File: src/rtl/mem_bus_arbiter_pkg.sv
// mem_arb_pkg: shared encodings for the 6502 memory bus arbiter.
//   state_t  : arbiter FSM states (IDLE -> ACCESS -> DONE -> IDLE)
//   OWN_*    : codes driven on the owner port / used for the grant winner
package mem_arb_pkg;

  typedef enum logic [1:0] {
    ST_IDLE   = 2'd0,
    ST_ACCESS = 2'd1,
    ST_DONE   = 2'd2
  } state_t;

  localparam logic [1:0] OWN_NONE = 2'b00;
  localparam logic [1:0] OWN_CPU  = 2'b01;
  localparam logic [1:0] OWN_DBG  = 2'b10;

endpackage

File: src/rtl/mem_bus_arbiter_arb_prio_sel.sv
// arb_prio_sel: winner select for the memory bus arbiter.
//   Fixed CPU priority; the debug unit wins once STARVE_MAX consecutive CPU
//   grants have been issued while dbg_req was pending.
// Ports:
//   clk        in  system clock (state updates on negedge)
//   n_reset    in  synchronous active-low reset
//   idle       in  arbiter is in IDLE, so a winner here becomes a grant
//   cpu_req    in  CPU request level
//   dbg_req    in  debug unit request level
//   winner     out OWN_NONE / OWN_CPU / OWN_DBG (combinational)
module arb_prio_sel
  import mem_arb_pkg::*;
#(
  parameter int unsigned STARVE_MAX = 4
) (
  input  logic       clk,
  input  logic       n_reset,
  input  logic       idle,
  input  logic       cpu_req,
  input  logic       dbg_req,
  output logic [1:0] winner
);

  localparam logic [3:0] STARVE_LIM = 4'(STARVE_MAX);

  logic [3:0] starve_cnt;

  always_comb begin
    winner = OWN_NONE;
    if (dbg_req && (!cpu_req || starve_cnt == STARVE_LIM)) begin
      winner = OWN_DBG;
    end else if (cpu_req) begin
      winner = OWN_CPU;
    end
  end

  // Counts only grant decisions taken in IDLE; any IDLE cycle without a
  // pending debug request restarts the count.
  always_ff @(negedge clk) begin
    if (!n_reset) begin
      starve_cnt <= '0;
    end else if (idle) begin
      if (!dbg_req || winner == OWN_DBG) begin
        starve_cnt <= '0;
      end else if (winner == OWN_CPU && starve_cnt != STARVE_LIM) begin
        starve_cnt <= starve_cnt + 4'd1;
      end
    end
  end

endmodule

File: src/rtl/mem_bus_arbiter.sv
// mem_bus_arbiter: shares the single 6502 memory port between CPU and debug
// unit using level req / one-cycle ack handshakes. Sole driver of mem_*.
// Optional feature macro: MEM_ARB_WATCH_EN (CPU address watchpoint). When not
// defined, watch_hit is tied low and watch_en/watch_addr/watch_clr are unused.
// Ports:
//   clk, n_reset                  clock (negedge active), sync active-low reset
//   cpu_req/rw/addr/wdata         CPU request (rw: 1=read 0=write)
//   cpu_rdata, cpu_ack            CPU read data (held) and completion pulse
//   dbg_req/rw/addr/wdata         debug unit request
//   dbg_rdata, dbg_ack            debug read data (held) and completion pulse
//   mem_addr/wdata/rw/en          memory bus outputs, mem_rdata memory input
//   owner                         current grant: 00 none, 01 CPU, 10 DBG
//   watch_en/addr/clr, watch_hit  sticky CPU-access watchpoint
module mem_bus_arbiter
  import mem_arb_pkg::*;
#(
  parameter int unsigned ADDR_W      = 16,
  parameter int unsigned DATA_W      = 8,
  parameter int unsigned WAIT_CYCLES = 1,
  parameter int unsigned STARVE_MAX  = 4
) (
  input  logic              clk,
  input  logic              n_reset,
  input  logic              cpu_req,
  input  logic              cpu_rw,
  input  logic [ADDR_W-1:0] cpu_addr,
  input  logic [DATA_W-1:0] cpu_wdata,
  output logic [DATA_W-1:0] cpu_rdata,
  output logic              cpu_ack,
  input  logic              dbg_req,
  input  logic              dbg_rw,
  input  logic [ADDR_W-1:0] dbg_addr,
  input  logic [DATA_W-1:0] dbg_wdata,
  output logic [DATA_W-1:0] dbg_rdata,
  output logic              dbg_ack,
  output logic [ADDR_W-1:0] mem_addr,
  output logic [DATA_W-1:0] mem_wdata,
  input  logic [DATA_W-1:0] mem_rdata,
  output logic              mem_rw,
  output logic              mem_en,
  output logic [1:0]        owner,
  input  logic              watch_en,
  input  logic [ADDR_W-1:0] watch_addr,
  input  logic              watch_clr,
  output logic              watch_hit
);

  localparam logic [3:0] WAIT_INIT = 4'(WAIT_CYCLES - 1);

  state_t            state, state_n;
  logic [3:0]        wait_cnt, wait_cnt_n;
  logic [1:0]        winner, owner_n;
  logic [ADDR_W-1:0] mem_addr_n;
  logic [DATA_W-1:0] mem_wdata_n, cpu_rdata_n, dbg_rdata_n;
  logic              mem_rw_n, mem_en_n, cpu_ack_n, dbg_ack_n;

  arb_prio_sel #(
    .STARVE_MAX (STARVE_MAX)
  ) u_prio_sel (
    .clk     (clk),
    .n_reset (n_reset),
    .idle    (state == ST_IDLE),
    .cpu_req (cpu_req),
    .dbg_req (dbg_req),
    .winner  (winner)
  );

  always_comb begin
    state_n     = state;
    wait_cnt_n  = wait_cnt;
    owner_n     = owner;
    mem_addr_n  = mem_addr;
    mem_wdata_n = mem_wdata;
    mem_rw_n    = mem_rw;
    mem_en_n    = mem_en;
    cpu_rdata_n = cpu_rdata;
    dbg_rdata_n = dbg_rdata;
    cpu_ack_n   = 1'b0;
    dbg_ack_n   = 1'b0;
    unique case (state)
      ST_IDLE: begin
        if (winner != OWN_NONE) begin
          owner_n    = winner;
          mem_en_n   = 1'b1;
          wait_cnt_n = WAIT_INIT;
          state_n    = ST_ACCESS;
          if (winner == OWN_DBG) begin
            mem_addr_n  = dbg_addr;
            mem_rw_n    = dbg_rw;
            mem_wdata_n = dbg_wdata;
          end else begin
            mem_addr_n  = cpu_addr;
            mem_rw_n    = cpu_rw;
            mem_wdata_n = cpu_wdata;
          end
        end
      end
      ST_ACCESS: begin
        if (wait_cnt != 4'd0) begin
          wait_cnt_n = wait_cnt - 4'd1;
        end else begin
          if (mem_rw) begin
            if (owner == OWN_DBG) dbg_rdata_n = mem_rdata;
            else                  cpu_rdata_n = mem_rdata;
          end
          if (owner == OWN_DBG) dbg_ack_n = 1'b1;
          else                  cpu_ack_n = 1'b1;
          mem_en_n = 1'b0;
          mem_rw_n = 1'b1;
          state_n  = ST_DONE;
        end
      end
      ST_DONE: begin
        owner_n = OWN_NONE;
        state_n = ST_IDLE;
      end
      default: state_n = ST_IDLE;
    endcase
  end

  always_ff @(negedge clk) begin
    if (!n_reset) begin
      state     <= ST_IDLE;
      wait_cnt  <= '0;
      owner     <= OWN_NONE;
      mem_addr  <= '0;
      mem_wdata <= '0;
      mem_rw    <= 1'b1;
      mem_en    <= 1'b0;
      cpu_rdata <= '0;
      dbg_rdata <= '0;
      cpu_ack   <= 1'b0;
      dbg_ack   <= 1'b0;
    end else begin
      state     <= state_n;
      wait_cnt  <= wait_cnt_n;
      owner     <= owner_n;
      mem_addr  <= mem_addr_n;
      mem_wdata <= mem_wdata_n;
      mem_rw    <= mem_rw_n;
      mem_en    <= mem_en_n;
      cpu_rdata <= cpu_rdata_n;
      dbg_rdata <= dbg_rdata_n;
      cpu_ack   <= cpu_ack_n;
      dbg_ack   <= dbg_ack_n;
    end
  end

`ifdef MEM_ARB_WATCH_EN
  logic watch_set;
  assign watch_set = (state == ST_IDLE) && (winner == OWN_CPU) && watch_en &&
                     (cpu_addr == watch_addr);

  // Set has priority over clear in the same cycle.
  always_ff @(negedge clk) begin
    if (!n_reset)       watch_hit <= 1'b0;
    else if (watch_set) watch_hit <= 1'b1;
    else if (watch_clr) watch_hit <= 1'b0;
  end
`else
  logic watch_unused;
  assign watch_unused = ^{watch_en, watch_addr, watch_clr};
  assign watch_hit    = 1'b0;
`endif

endmodule

File: config.mk
export PLATFORM = sky130hd
export DESIGN_NAME = mem_bus_arbiter
export DESIGN_NICKNAME = d
export VERILOG_FILES = /design/src/rtl/mem_bus_arbiter_pkg.sv /design/src/rtl/mem_bus_arbiter_arb_prio_sel.sv /design/src/rtl/mem_bus_arbiter.sv
export SDC_FILE = /design/constraint.sdc
export NUM_CORES = 1
export LEC_CHECK = 0
export CAP_MARGIN = 10
export CORE_MARGIN = 4
export CORE_UTILIZATION = 44
export CTS_BUF_LIST = sky130_fd_sc_hd__clkbuf_2 sky130_fd_sc_hd__clkbuf_4 sky130_fd_sc_hd__clkbuf_8
export CTS_CLUSTER_SIZE = 20
export DETAILED_ROUTE_END_ITERATION = 8
export GPL_TIMING_DRIVEN = 0
export PLACE_DENSITY = 0.95
export SLEW_MARGIN = 20
export SYNTH_ARGS = -nofsm -noshare
export SYNTH_HDL_FRONTEND = slang
export SYNTH_SLANG_ARGS = --single-unit
File: constraint.sdc
create_clock -name clk -period 4.7 [get_ports clk]
set_input_delay 0.94 -clock clk [delete_from_list [all_inputs] [get_ports clk]]
set_output_delay 0.94 -clock clk [all_outputs]
set_load 0.05 [all_outputs]
==> run metrics <==
Row Count=26; CP max stage cell=dlygate4sd2_1; delay-heaviest family, CP=buffers and inverters; Wirelength per Cell=around 14 um; Die Height=about 80 um; Die W=~82 um; Clock power frac=0.347; fillers=a little over 400; FF-to-FF End=dbg_rdata[6]; number of buffers and inverters on the critical path=1; Yosys cell types=35; Layout Area Growth over Synthesis=57.3%; routability cong.=about 0.8; Num CTS Buffers=5; sw frac=0.405; unrepaired setup endpoints after global routing=false; Final Worst Setup Slack=92.5 ps; Peak VDD IR=between 0.0002 and 0.00025 V; DRC viols=0; CORE AREA=about 0.0052 mm2; pwr/cell area=roughly 360 mW/mm2; outcome=finished, final reports clean; most frequent cells in the layout=inv_1 (62), clkdlybuf4s50_1 (59), dfxtp_1 (56), a21oi_1 (54), dlygate4sd2_1 (45); share of the synthesized area in the top cell type=0.466; nets=530; Setup crit start kind=flip-flop; Slew @ Worst Pin=approximately 540 ps; largest net degree at the start of global routing=19; Sink Count=56; Core Util, Final=0.727; Max FO, Critical Path=5; initial core utilization=0.463; area leader, netlist=dfxtp_1; Crit path arrival time=roughly 3700 ps; hold path startpoint=cpu_rdata[0]; IO Count=127; Slew Viols, Final=0; Hold Slack=just under 500 ps; Setup crit end kind=output port; Slew headroom=0.639; Endpoint, Worst Hold=cpu_rdata[0]; die area=roughly 0.0067 mm2; layout cells sized above 1=0.0649; RR Startpoint=wait_cnt[0]; delay of the slowest cell on the worst path=~560 ps; Worst-Skew Late Latency=about 390 ps; Post-Syn Area per Cell=between 8 and 9 um2; sw power=between 0.0005 and 0.0006 W; max cap viols=0; CP required=3760 ps; routed wire length=slightly above 7000 um; Comb pwr share=0.258; CTS root buf=clkbuf_8; Seq pwr share=0.394; H-tree depth=2; Avg Vias per Cell=a little over 5; commonest non-fill, non-tap cell in the layout=inv_1; sequential element share of the synthesized area=0.466; grt ovf=0; DR pass1 iterations=4; CTS tree=built; Lkg Pwr=1.97 nW; Synth warnings=0; Ant. Diodes=0; Mapped Area=0.00241 mm2; vias in the first global route=2730; Synthesized Nets=approximately 360; first-pass GRT wire length=between 10000 and 15000 um; main area contributors after synthesis=dfxtp_1 (47%), a21oi_1 (11%), mux2i_1 (7.1%), o21ai_0 (5.6%), nand2_1 (4.8%); Hold Vio Cnt, Final=0; FF-to-FF path depth=6; routed via count=2615; worst-case clock buffer depth=2; DP Worst Slack=-241 ps; CTS clk-pin slew, worst paths=~40 ps; Tot GR Track Use=0.224; Int Pwr=around 0.0008 W; Syn Inst Count=between 200 and 300; initial antenna violation count=0; critical path, cell by cell=dlygate4sd2_1; Final Skew=28.2 ps; Hold Path Cell Cnt=2; WS Path Type=reg2out; Setup violations, final=0; Hold Crit Class=reg2reg; synthesized flop and latch total=56; final antenna-violating net count=0; setup repair bufs after CTS=0; port buffer count=around 110; HPWL after DPL=approximately 5300 um; initial drt markers=94; flop2flop setup slack=3020 ps
## power groups by stage
stage                     registers [W]  logic [W]  clock network, W
after floorplan                0.000662   0.000104         0.0000737
after global placement         0.000542   0.000368         0.0000737
after detailed placement       0.000543   0.000374         0.0000737
after CTS                      0.000535   0.000352          0.000488
after global routing           0.000538   0.000372          0.000541
final                          0.000536   0.000351          0.000472
## timing repair
| action | in CTS | in global routing |
|---|---|---|
| setup endpoints to repair | 46 | 1 |
| gates cloned | 0 | 0 |
| endpoints found under the hold margin | 0 | 0 |
| hold buffers | 0 | 0 |
| pin swaps | 0 | 0 |
| gates resized for setup | 47 | 1 |
## how the worst max path moves through the flow
stage | from | end | slack (ps) | cells after the start
2_1_floorplan | cpu_req | mem_addr[10] | 480 | 5
3_3_place_gp | dbg_req | mem_addr[3] | -180 | 5
3_5_place_dp | dbg_req | mem_addr[4] | -240 | 5
4_1_cts | mem_rw | mem_rw | 20 | 1
5_1_grt | owner[1] | owner[1] | 20 | 1
6_report | owner[1] | owner[1] | 90 | 1
## tightest hold or removal path, cell delays in order (launching register included)
cell and delay [ps]:
dfxtp_1 310, mux2i_1 70, nor2_1 70
## synthesized netlist by cell type (all sizes together)
cell and count:
nand3 6, dfxtp 56, nand2b 2, nand3b 2, o21ai 29, clkbuf 6
inv 7, xnor2 1, nor2b 3, nand4 2, a21boi 1, ha 4
nor4b 1, and3 1, buf 12, nor3b 3, nor3 4, mux2i 17
a221oi 1, and2 1, a21oi 54, nand2 31, or2 1, a21bo 1
nor2 27, xor2 2, a31oi 3, conb 1
## flip-flops by register name, summed over array words and instances, names as in the netlist
| name | flops |
|---|---|
| mem_en | 1 |
| cpu_ack | 1 |
| dbg_ack | 1 |
| mem_wdata | 8 |
| dbg_rdata | 8 |
| cpu_rdata | 8 |
| state | 2 |
| mem_addr | 16 |
| owner | 2 |
| u_prio_sel.starve_cnt | 4 |
| wait_cnt | 4 |
| mem_rw | 1 |
## metrics by stage
stage | power (W) | TNS (ps) | instance area, um2 | std cells
after floorplan | 0.000840 | 0 | 2410 | 279
after global placement | 0.000983 | -2610 | 3550 | 454
after detailed placement | 0.000991 | -3350 | 3550 | 454
after CTS | 0.00138 | 0 | 3790 | 517
after global routing | 0.00145 | 0 | 3790 | 517
final | 0.00136 | 0 | 3790 | 517
## final cells by class
type	instances	area (um2)	area share
clock inverters	59	236	0.0625
multi-input cells	198	1160	0.307
inverters	6	22.5	0.00595
flip-flops and latches	56	1120	0.296
repair buffers	105	990	0.261
plain buffers	18	96.3	0.0254
clock buffers	5	68.8	0.0182
well taps	70	87.6	0.0231
## logic make-up (layout without fill, tap and decap cells)
kind of cell             Yosys count  count (layout)  share of synthesized area
AND/OR/NAND/NOR                   84              84                      0.182
XOR/XNOR                           3               3                     0.0109
buffers and inverters             25             193                     0.0509
adder cells (fa/ha/maj)            4               4                     0.0208
multiplexers                      17              17                     0.0707
flip-flops                        56              56                      0.466
AO/OA/AOI/OAI                     89              89                      0.198
other                              1               1                    0.00156
## per-layer routing
metal | vias to the layer above | GRT usage | share of wire
met5 | - | 0 | 0
met3 | 12 | 0.106 | 0.096
met2 | 107 | 0.402 | 0.51
met4 | 0 | 0.105 | 0.016
met1 | 1203 | 0.215 | 0.38
li1 | 1293 | - | -
Power figures use the tool's default switching activity.
